$ cat config.mk
export PLATFORM = sky130hd
export DESIGN_NAME = bw_clk_cclk_scan_seq_flat
export DESIGN_NICKNAME = d
export VERILOG_FILES = /design/src/rtl/bw_clk_cclk_scan_seq_pkg.sv /design/src/rtl/bw_clk_cclk_scan_seq_if.sv /design/src/rtl/bw_clk_cclk_scan_seq_shreg.sv /design/src/rtl/bw_clk_cclk_scan_seq.sv /design/src/flat_wrapper.sv
export SDC_FILE = /design/constraint.sdc
export NUM_CORES = 1
export LEC_CHECK = 0
export BUFFER_PORTS_ARGS = -buffer_cell sky130_fd_sc_hd__buf_2
export CORE_ASPECT_RATIO = 0.5
export CORE_MARGIN = 2
export CORE_UTILIZATION = 40
export CTS_CLUSTER_DIAMETER = 60
export DETAILED_ROUTE_END_ITERATION = 16
export HOLD_SLACK_MARGIN = 0.15
export PLACE_DENSITY = 0.57
export SLEW_MARGIN = 20
export SYNTH_ARGS = -nofsm -noshare
export SYNTH_HDL_FRONTEND = slang
export SYNTH_SLANG_ARGS = --single-unit
export TNS_END_PERCENT = 20
$ cat constraint.sdc
create_clock -name ck -period 5.5 [get_ports ck]
set_clock_uncertainty 0.15 [all_clocks]
set_input_delay 0.55 -clock ck [delete_from_list [all_inputs] [get_ports ck]]
set_output_delay 0.55 -clock ck [all_outputs]
set_load 0.05 [all_outputs]
$ cat src/rtl/bw_clk_cclk_scan_seq_pkg.sv
// Shared types and helpers for the cclk scan-chain sequencer.
// Latency: n/a (declarations only).
// Backpressure: n/a.
package bw_clk_scan_pkg;

  // Sequencer phases: waiting for a word, driving it onto the chain,
  // and waiting for the chain's tail bits to return.
  typedef enum logic [1:0] {
    IDLE  = 2'd0,
    SHIFT = 2'd1,
    DRAIN = 2'd2
  } scan_state_e;

  // The cycle counter must reach WIDTH+DLY-1 without wrapping.
  function automatic int cnt_width(input int width, input int dly);
    return $clog2(width + dly + 1);
  endfunction

endpackage

$ cat src/rtl/bw_clk_cclk_scan_seq_if.sv
// Load/capture handshake plus serial chain pins of the scan sequencer.
// Latency: n/a (wiring only).
// Backpressure: load_vld must be held by the source until load_rdy.
interface bw_clk_cclk_scan_seq_if #(
  parameter int WIDTH = 16
);
  logic             load_vld;
  logic [WIDTH-1:0] load_data;
  logic             load_rdy;
  logic             sd;
  logic             scan_en;
  logic             so;
  logic             cap_vld;
  logic [WIDTH-1:0] cap_data;

  // Sequencer side.
  modport master (
    input  load_vld, load_data, so,
    output load_rdy, sd, scan_en, cap_vld, cap_data
  );

  // Word source / capture sink / chain side.
  modport slave (
    output load_vld, load_data, so,
    input  load_rdy, sd, scan_en, cap_vld, cap_data
  );
endinterface

$ cat src/rtl/bw_clk_cclk_scan_seq_shreg.sv
// Parameterised right-shift register with parallel load and serial-in at the MSB.
// Latency: one cycle per load or shift.
// Backpressure: none; load has priority over shift_en.
module bw_clk_scan_shreg #(
  parameter int WIDTH = 16
) (
  input  logic             ck,
  input  logic             rst,
  input  logic             load,
  input  logic [WIDTH-1:0] load_data,
  input  logic             shift_en,
  input  logic             sin,
  output logic [WIDTH-1:0] q
);

  // Parallel load wins; otherwise move one place toward bit 0, filling from sin.
  always_ff @(posedge ck or posedge rst) begin
    if (rst) begin
      q <= '0;
    end else if (load) begin
      q <= load_data;
    end else if (shift_en) begin
      q <= {sin, q[WIDTH-1:1]};
    end
  end

endmodule

$ cat src/rtl/bw_clk_cclk_scan_seq.sv
// Shifts a parallel word LSB-first onto sd and captures the same number of bits from so after DLY cycles.
// Latency: accept to cap_vld is WIDTH+DLY+1 cycles; one word per WIDTH+DLY+1 cycles.
// Backpressure: load_rdy low outside IDLE; load_vld is ignored (not queued) while busy.
module bw_clk_cclk_scan_seq
  import bw_clk_scan_pkg::*;
#(
  parameter int WIDTH = 16,
  parameter int DLY   = 1
) (
  input logic                   ck,
  input logic                   rst,
  bw_clk_cclk_scan_seq_if.master bus
);

  localparam int             CW         = cnt_width(WIDTH, DLY);
  localparam logic [CW-1:0] LAST_SHIFT = CW'(WIDTH - 1);
  localparam logic [CW-1:0] CAP_FIRST  = CW'(DLY);
  localparam logic [CW-1:0] LAST       = CW'(WIDTH + DLY - 1);

  scan_state_e      state_q;
  scan_state_e      state_d;
  logic [CW-1:0]    cnt_q;
  logic             accept;
  logic             shift_en;
  logic             cap_en;
  logic             cap_last;
  logic [WIDTH-1:0] out_q;
  logic [WIDTH-1:0] in_q;
  logic             unused_bits;

  // Next-state and per-cycle strobes; the counter alone decides phase lengths.
  always_comb begin
    state_d  = state_q;
    accept   = 1'b0;
    shift_en = 1'b0;
    cap_en   = 1'b0;
    cap_last = 1'b0;
    case (state_q)
      IDLE: begin
        if (bus.load_vld && bus.load_rdy) begin
          accept  = 1'b1;
          state_d = SHIFT;
        end
      end
      SHIFT: begin
        shift_en = 1'b1;
        cap_en   = (cnt_q >= CAP_FIRST);
        if (cnt_q == LAST_SHIFT) begin
          state_d = DRAIN;
        end
      end
      DRAIN: begin
        cap_en   = (cnt_q >= CAP_FIRST);
        cap_last = (cnt_q == LAST);
        if (cnt_q == LAST) begin
          state_d = IDLE;
        end
      end
      default: state_d = IDLE;
    endcase
  end

  // FSM state register.
  always_ff @(posedge ck or posedge rst) begin
    if (rst) begin
      state_q <= IDLE;
    end else begin
      state_q <= state_d;
    end
  end

  // Cycles since SHIFT entry; holds at the final drain count rather than wrapping.
  always_ff @(posedge ck or posedge rst) begin
    if (rst) begin
      cnt_q <= '0;
    end else if (accept) begin
      cnt_q <= '0;
    end else if ((state_q != IDLE) && (cnt_q != LAST)) begin
      cnt_q <= cnt_q + CW'(1);
    end
  end

  // Status outputs are registered from the next state so they line up with it;
  // the captured word is frozen on the last capture edge and held until the next one.
  always_ff @(posedge ck or posedge rst) begin
    if (rst) begin
      bus.load_rdy <= 1'b1;
      bus.scan_en  <= 1'b0;
      bus.cap_vld  <= 1'b0;
      bus.cap_data <= '0;
    end else begin
      bus.load_rdy <= (state_d == IDLE);
      bus.scan_en  <= (state_d != IDLE);
      bus.cap_vld  <= cap_last;
      if (cap_last) begin
        bus.cap_data <= {bus.so, in_q[WIDTH-1:1]};
      end
    end
  end

  // Out-shifter: zeros fill from the top, so sd is naturally 0 in DRAIN and IDLE.
  bw_clk_scan_shreg #(.WIDTH(WIDTH)) u_out_sr (
    .ck        (ck),
    .rst       (rst),
    .load      (accept),
    .load_data (bus.load_data),
    .shift_en  (shift_en),
    .sin       (1'b0),
    .q         (out_q)
  );

  // In-shifter: chain bits enter at the MSB so the first returned bit ends at bit 0.
  bw_clk_scan_shreg #(.WIDTH(WIDTH)) u_in_sr (
    .ck        (ck),
    .rst       (rst),
    .load      (1'b0),
    .load_data ({WIDTH{1'b0}}),
    .shift_en  (cap_en),
    .sin       (bus.so),
    .q         (in_q)
  );

  assign bus.sd = out_q[0];

  // Upper out-shifter bits only feed the shift; in_q[0] is dropped by the final merge with so.
  assign unused_bits = ^{out_q[WIDTH-1:1], in_q[0]};

endmodule

$ cat src/flat_wrapper.sv
// flat-port wrapper written by rule: the top's interface ports become plain ports
module bw_clk_cclk_scan_seq_flat import bw_clk_scan_pkg::*;
#(
  parameter int WIDTH = 16,
  parameter int DLY   = 1
)
  (ck, rst, bus_load_vld, bus_load_data, bus_so, bus_load_rdy, bus_sd, bus_scan_en, bus_cap_vld, bus_cap_data);
  bw_clk_cclk_scan_seq_if #(.WIDTH(WIDTH)) bus_i ();
  input logic ck;
  input logic rst;
  input wire logic [$bits(bus_i.load_vld)-1:0] bus_load_vld;
  input wire logic [$bits(bus_i.load_data)-1:0] bus_load_data;
  input wire logic [$bits(bus_i.so)-1:0] bus_so;
  output wire logic [$bits(bus_i.load_rdy)-1:0] bus_load_rdy;
  output wire logic [$bits(bus_i.sd)-1:0] bus_sd;
  output wire logic [$bits(bus_i.scan_en)-1:0] bus_scan_en;
  output wire logic [$bits(bus_i.cap_vld)-1:0] bus_cap_vld;
  output wire logic [$bits(bus_i.cap_data)-1:0] bus_cap_data;
  assign bus_i.load_vld = bus_load_vld;
  assign bus_i.load_data = bus_load_data;
  assign bus_i.so = bus_so;
  assign bus_load_rdy = bus_i.load_rdy;
  assign bus_sd = bus_i.sd;
  assign bus_scan_en = bus_i.scan_en;
  assign bus_cap_vld = bus_i.cap_vld;
  assign bus_cap_data = bus_i.cap_data;
  bw_clk_cclk_scan_seq #(.WIDTH(WIDTH), .DLY(DLY)) u_core (.ck(ck), .rst(rst), .bus(bus_i));
endmodule
# --- After elaboration in Yosys (flattened, before gate mapping) ---
# Cells that the tools add are included.
# W data, S select, Z words.
totals:
  regBits: 58
  latch_bits: 0
  ramBits: 0
  rom_bits: 0
  input_bits: 20
  out_inout_bits: 20
  n_memories: 0
op_classes:
  n_addsub: 1
  multipliers: 0
  div: 0
  order_cmp: 1
  n_eq_ne: 5
  shift: 0
  mux: 13
  bitwise_logic: 0
  n_reduce_logical: 9
ops:
  columns: ["operator", "count"]
  rows:
  - ["$mux W16", 2]
  - ["$mux W5", 2]
  - ["$reduce_bool A2 Y1", 4]
  - ["$mux W2", 3]
  - ["$pmux W2 S3", 1]
  - ["$add A5 B1 Y5 const B", 1]
  - ["$eq A5 B4 Y1 const B", 1]
  - ["$eq A5 B5 Y1 const B", 1]
  - ["$ge A5 B1 Y1 const B", 1]
  - ["$mux W1", 5]
  - ["$ne A5 B5 Y1 const B", 1]
  - ["$logic_not A2 Y1", 2]
  - ["$eq A2 B1 Y1 const B", 1]
  - ["$eq A2 B2 Y1 const B", 1]
  - ["$logic_and A1 B1 Y1", 2]
  - ["$reduce_or A2 Y1", 1]

# --- Logic depth before layout (Yosys ltp) ---
# Gate-level depths: netlist (run 1).
logic_depth:
  ltp_word: 4
  ltp_mapped: 8
  mapped_depth_nobuf: 6

# --- Cells and area by module ---
# From an unflattened synthesis (run 1), not the netlist that was laid out.
hier_totals:
  hier_cells: 235
  hier_area_um2: 2751.4
by_module_without_submodules:
  columns: ["mod", "instances", "cells_per_inst", "area_each_um2"]
  rows:
  - ["bw_clk_scan_shreg", 2, 70, 748.2]
  - ["bw_clk_cclk_scan_seq", 1, 95, 1255.0]

# --- Least setup slack after synthesis (run 1) ---
# No wires, ideal clock.
synth_path:
  kind: "register to register"
  from: "reg u_core.cnt_q[0]"
  to: "reg u_core.u_in_sr.q[15]"
  setup_time_ns: 0.125
  arrival_ns: 1.884
  setup_slack_ns: 3.341
  stages_incl_launch_ff: 6
  path_buffers: 1
  synth_period_minus_slack_ns: 2.159
  path_cell_list: "dfrtp_1 ha_1 or4_4 o31ai_4 buf_6 mux2_2"
synth_between:
  elab_chain_len: 2
synth_lines:
  columns: ["item", "line", "text"]
  rows:
  - ["start, declared", "bw_clk_cclk_scan_seq.sv:22", "logic [CW-1:0] cnt_q;"]
  - ["start signal, assigned", "bw_clk_cclk_scan_seq.sv:79", "cnt_q <= cnt_q + CW'(1);"]
  - ["$ge A5 B1 Y1", "bw_clk_cclk_scan_seq.sv:47, bw_clk_cclk_scan_seq.sv:53", null]
  - ["$mux W1", null, null]
  - ["end signal, assigned", "bw_clk_cclk_scan_seq_shreg.sv:21", "q <= load_data;"]
  - ["end signal, assigned", "bw_clk_cclk_scan_seq_shreg.sv:23", "q <= {sin, q[WIDTH-1:1]};"]
  - ["end, declared", "bw_clk_cclk_scan_seq_shreg.sv:13", "output logic [WIDTH-1:0] q"]
# No other way between the ends.
# A chain may end at the register's enable or synchronous reset.

# --- Final worst setup path (run 1) ---
layout_path:
  from: "reg u_core.cnt_q[0]"
  to: "reg u_core.u_in_sr.q[3]"
# The elaborated chain is that of the path after synthesis.

==> results of run 1 <==
[layer usage]
layer	vias to the layer above	global-route usage, %
met5	-	0
met4	0	7.75
met3	6	7.30
met2	28	22.8
met1	744	18.3
li1	757	-
[registers in the layout, summed over array words and instances, names as in the netlist]
name / flops
u_core.bus.scan_en: 1
u_core.u_out_sr.q: 16
u_core.bus.cap_vld: 1
u_core.bus.load_rdy: 1
u_core.bus.cap_data: 16
u_core.u_in_sr.q: 15
u_core.cnt_q: 5
u_core.state_q: 2
[layout by cell type (no fill, tap or decap), drive strengths merged, types with 5 or more instances in the layout]
cell and n:
ha 8, buf 40, clkbuf 11, nand2 21
nor2 5, mux2 32, inv 8, mux2i 17
o21ai 16, dfrtp 56
[report_power, final]
| group | internal (uW) | leakage (uW) | switching (uW) | total, uW |
|---|---|---|---|---|
| logic | 243 | 0.000624 | 259 | 503 |
| registers | 569 | 0.000721 | 105 | 675 |
| clock network | 419 | 0.000162 | 184 | 603 |
[area by class of cell]
type	count	area, sq um	share of cell area [%]
flip-flops and latches	57	1430	46.3
multi-input cells	119	981	31.8
clock buffers	11	253	8.20
repair buffers	40	203	6.58
well taps	88	110	3.57
clock inverters	5	77.6	2.52
inverters	8	30.0	0.974
[stage by stage]
stage          instance area [sq um]  utilization [%]  total power (uW)
2_1_floorplan                   2480                -              1080
3_3_place_gp                    2750             45.6              1160
3_5_place_dp                    2750             45.6              1190
4_1_cts                         3080             51.1              1810
5_1_grt                         3080             51.1              1900
6_report                        3080             51.1              1780
[worst max path at each step]
| stage | startpoint | to | slack [ps] | cells past startpoint |
|---|---|---|---|---|
| floorplan | u_core.cnt_q[0] | u_core.u_in_sr.q[15] | 3340 | 5 |
| detailed placement | u_core.cnt_q[0] | u_core.u_in_sr.q[3] | 3060 | 4 |
| finish | u_core.cnt_q[0] | u_core.u_in_sr.q[3] | 3070 | 4 |
| global route | u_core.state_q[0] | u_core.cnt_q[1] | 2880 | 5 |
| CTS | u_core.cnt_q[0] | u_core.u_in_sr.q[3] | 3050 | 4 |
| global placement | u_core.cnt_q[0] | u_core.u_in_sr.q[2] | 3130 | 4 |
[critical path, cell delays in order (launching register included)]
cell and delay, ps:
dfrtp_1 460, ha_1 230, or4_4 420, o31ai_4 620, mux2_2 410
[logic make-up (layout without fill, tap and decap cells)]
family                     count (synthesis)  count (layout)  synth area share [%]
muxes                                     49              49                  21.4
xor gates and xnor gates                   1               1                 0.353
and+or+nand+nor                           37              37                  7.61
buffers and inverters                     17              64                  2.97
adders and majority gates                  8               8                  4.03
AOI/OAI and AO/OA                         24              24                  6.15
DFF                                       57              57                  57.5
==> summary.txt, run 1 <==
Chip height - 59.7 um
Top-count cell post-synth - dfrtp_1
Post-synth ARST share - 100%
Hpwl dp - 2850 um
DR WL met3 - 223 um
Setup violators final - 0
Synthesized instance count - 193
Netlist cell types - 31
Ys flop type - dfrtp_1
Die area - 6890 sq um
GRT Total Usage - 15.1%
Top cell type by total area after synthesis - dfrtp_1
Worst-path clk slew - 50 ps
Fin Hold WS - 267 ps
Setup CP Type - flip-flop to flip-flop
WP data required - 5560 ps
Pwr/cell area - 578 nW/um^2
DR WL met2 - 1860 um
Worst-case clock buffer depth - 2
Core area - 6030 sq um
Worst-Skew Late Latency - 320 ps
Minimum clock period - 2430 ps
Yosys top cell area share - 56.5%
Area grow syn2layout - 24.1%
Pin count of the biggest net entering global routing - 58
Root Buffer - clkbuf_16
Post-route ant nets - 0
Reg-to-Reg Start - u_core.cnt_q[0]
Post-Syn Nets - 221
Fillers - 552
Syn. warnings - 0
DR vias - 1535
Hold Crit Class - input pin to asynchronous set/reset pin
H-tree level count - 3
Vias/cell - 4.68
Total Routed Length - 4320 um
CTS Sinks - 57
Initial Utilization - 41.2%
Setup bufs post-CTS - 0
N_diodes - 0
Drt drc - 0
Post-CTS sizing - 0
Sequential share of the synthesized area - 57.5%
IO Pins - 40
P_leak - 0.00151 uW
Mapped Area - 2480 sq um
Worst Tran Pin Value - 1010 ps
CTS tree - built
Final Hold Fails - 0
Row count - 20
Met1 WL - 2150 um
Post-synthesis register bit count - 57
Final TNS setup - 0 ps
Top routing layer used - met4
# hold bufs at CTS - 0
Setup WS pre-CTS - 3060 ps
Slew headroom - 32.9%
Max VDD drop - 234 uV
Path depth of the worst reg2reg path - 4
Drt wl/cell - 13.2 um
Share of post-route cells with drive strength above 1 - 39.6%
Worst setup margin - 3070 ps
RSZ-0062 raised after global routing - false
# nets final - 263
Final Max Tran Viols - 0
Post-synth top cells - 56 x dfrtp_1, 32 x mux2_2, 21 x nand2_1, 17 x mux2i_1, 16 x o21ai_0
Endpoint type of the worst setup path - flip-flop
Iter 0 DRT Violations - 34
Tcrit/Tclk final - 44.2%
Crit-path max FO - 15
Achievable Freq - 411 MHz
Post-synth EDFFs - 0
Crit path DAT - 2490 ps
Vias in the first global route - 1616
Total global routing overflow - 0
FF-to-FF setup slack - 3070 ps
Status - finished clean
IO buf count - 39
CTS buffer count - 9
Largest cells by area after synthesis - dfrtp_1 56%, mux2_2 15%, mux2i_1 6.9%
Avg Synthesized Cell Area - 12.9 sq um
DRT Pass-1 Iters - 4
Reg2reg end - u_core.u_in_sr.q[3]
Initial antenna violation count - 0
RD Place Congestion - 0.795
Finished Layout Cells - 328
Crit start category - flip-flop
Chip width - 115 um
Max-cap violations - 0
Wire length of the first global-routing pass - 7610 um
Dpl cells - 312
No activity file was read; power rests on OpenSTA's default activity.
==> run 2, diff against run 1 <==
==> constraint.sdc (replaced) <==
create_clock -name ck -period 2.3 [get_ports ck]
set_clock_uncertainty 0.15 [all_clocks]
set_input_delay 0.23 -clock ck [delete_from_list [all_inputs] [get_ports ck]]
set_output_delay 0.23 -clock ck [all_outputs]
set_load 0.05 [all_outputs]
==> summary.txt, run 2 (synthesis results as in run 1) <==
Core area - 6030 sq um (unchanged)
FF-to-FF setup slack - 170 ps (-2900 ps)
Hpwl dp - 2930 um (+3.0%)
Biggest regs - u_core.bus.cap_data x16, u_core.u_out_sr.q x16, u_core.u_in_sr.q x15
Status - finished clean
CTS buffer count - 9 (unchanged)
Drt wl/cell - 12.8 um (-2.5%)
Setup violators final - 0 (unchanged)
Chip height - 59.7 um (unchanged)
Vias in the first global route - 1688 (+4.5%)
Slew headroom - 64.0% (+31 points)
DR vias - 1642 (+7.0%)
P_leak - 0.00159 uW (+5.6%)
Worst hold endpoint - u_core.cnt_q[3]
Critical path's top delay family - simple AND/OR/NAND/NOR gates
Worst-path clk slew - 50 ps (about the same)
Crit-path max FO - 15 (unchanged)
Dpl cells - 317 (+1.6%)
Fillers - 528 (-4.3%)
Total global routing overflow - 0 (unchanged)
Critical path buffer and inverter count - 2 (+2)
Die area - 6890 sq um (unchanged)
Worst Tran Pin Value - 539 ps (-467 ps)
Chip width - 115 um (unchanged)
Pin count of the biggest net entering global routing - 34 (-41%)
Hold Startpoint - bus_load_vld
Drt drc - 0 (unchanged)
RD Place Congestion - 0.764 (-3.9%)
Commonest non-fill, non-tap cell in the layout - dfrtp_1
Minimum clock period - 2130 ps (-302 ps)
Tcrit/Tclk final - 92.5% (+48 points)
CTS Sinks - 57 (unchanged)
CP max-delay cell - or4_4
IO buf count - 39 (unchanged)
Reg2reg end - u_core.u_in_sr.q[15]
Reg power frac - 38.9% (+1.0 points)
Reg-to-Reg Start - u_core.cnt_q[1]
Max-cap violations - 0 (unchanged)
P_int - 2830 uW (+130%)
# nets final - 286 (+8.7%)
Crit start category - flip-flop
Row count - 20 (unchanged)
Final TNS setup - 0 ps (unchanged)
IO Pins - 40 (unchanged)
Path depth of the worst reg2reg path - 6 (+2)
CP max stage delay - 430 ps (-190 ps)
Iter 0 DRT Violations - 42 (+24%)
Hold Crit Class - input pin to flip-flop
Initial antenna violation count - 0 (unchanged)
Gate power share - 31.8% (+3.6 points)
Hold path cells - 3
CTS tree - built
GRT Total Usage - 14.7% (-0.40 points)
Root Buffer - clkbuf_16
Total Routed Length - 4490 um (+4.1%)
Achievable Freq - 470 MHz (+14%)
NetSw - 1300 uW (+140%)
Post-route ant nets - 0 (unchanged)
Final Hold Fails - 0 (unchanged)
Wire length of the first global-routing pass - 7690 um (+1.0%)
Finished Layout Cells - 350 (+6.7%)
Multi-input combinational cell area - 981 sq um (unchanged)
Clock Power Share - 29.3% (-4.6 points)
Worst-case clock buffer depth - 2 (unchanged)
Commonest cells after routing, fill and taps aside - 56 x dfrtp_1, 39 x buf_2, 32 x mux2_2
Area grow syn2layout - 32.0%
RSZ-0062 raised after global routing - false
WP data required - 2340 ps (-3220 ps)
DRT Pass-1 Iters - 4 (unchanged)
FF+latch area - 1430 sq um (unchanged)
Endpoint type of the worst setup path - flip-flop
Switching Share - 31.5% (+0.68 points)
Initial Utilization - 41.2% (unchanged)
Setup CP Type - flip-flop to flip-flop
Worst-Skew Late Latency - 310 ps (about the same)
H-tree level count - 3 (unchanged)
Share of post-route cells with drive strength above 1 - 37.4% (-2.2 points)
Final Max Tran Viols - 0 (unchanged)
Max VDD drop - 686 uV (+190%)
Vias/cell - 4.69 (+0.25%)
Pwr/cell area - 1260 nW/um^2 (+120%)
Crit path DAT - 2170 ps (-320 ps)
Worst path cell trace - inv_1 -> ha_1 -> or4_4 -> o31ai_4 -> buf_12 -> mux2_2
N_diodes - 0 (unchanged)
[run 2: cell types whose count changed in the layout (fill, tap and decap cells not counted)]
cell and change:
buf_12 +2, dlygate4sd3_1 +18, buf_4 +3, bufinv_16 -2
clkbuf_1 +1, clkinv_2 -1, clkbuf_8 +1
[run 2: worst max path at each step]
stage,start,end,slack [ps],cells past startpoint
2_1_floorplan,u_core.cnt_q[0],u_core.u_in_sr.q[15],140,5
3_3_place_gp,u_core.cnt_q[1],u_core.u_in_sr.q[1],240,6
3_5_place_dp,u_core.cnt_q[1],u_core.u_in_sr.q[2],180,6
4_1_cts,u_core.cnt_q[1],u_core.u_in_sr.q[15],160,6
5_1_grt,u_core.cnt_q[1],u_core.u_in_sr.q[15],70,6
6_report,u_core.cnt_q[1],u_core.u_in_sr.q[15],170,6
[run 2: area by class of cell]
type / instances / share of cell area, %
clock buffer: 13 / 8.25
clock inverter: 2 / 0.382
inverter: 8 / 0.916
multi-input combinational: 119 / 29.9
sequential: 57 / 43.6
tap: 88 / 3.36
timing repair buffer: 63 / 13.6
[run 2: through the flow]
step / total power (uW) / utilization [%] / instance area, sq um / hold WS (ps) / setup slack (ps)
2_1_floorplan: 2590 / - / 2480 / 185 / 141
3_3_place_gp: 2850 / 46.7 / 2810 / 162 / 243
3_5_place_dp: 2920 / 46.7 / 2810 / 160 / 183
4_1_cts: 4180 / 54.3 / 3280 / 190 / 159
5_1_grt: 4410 / 54.3 / 3280 / 213 / 73.0
6_report: 4140 / 54.3 / 3280 / 188 / 172
[run 2: power groups by stage]
stage	sequential [uW]	combinational, uW	clock, uW
floorplan	1650	934	0
detailed placement	1620	1300	0
global placement	1600	1250	0
finish	1610	1320	1210
CTS	1610	1330	1240
global route	1650	1470	1290
[run 2: repair_timing]
item,in CTS,in global routing
hold endpoints to repair,41,0
hold buffers,18,0
gates resized for setup,0,0
setup buffers,0,0
setup endpoints to repair,0,0
[run 2: worst reg2reg max path: cells and delay by family (launching register included)]
family | cells | cell delay (ps)
AND/OR/NAND/NOR | 1 | 430
flip-flops | 1 | 390
multiplexers | 1 | 340
buffers and inverters | 2 | 290
AO/OA/AOI/OAI | 1 | 240
adder cells (fa/ha/maj) | 1 | 190
[run 2: per-layer routing]
layer  vias to the layer above  GRT usage (%)  routed length (um)
met5                         -              0                   0
met4                         0           5.68                  27
met3                         2           4.97                 168
met2                        25           24.8                2110
met1                       812           17.9                2190
li1                        803              -                   -
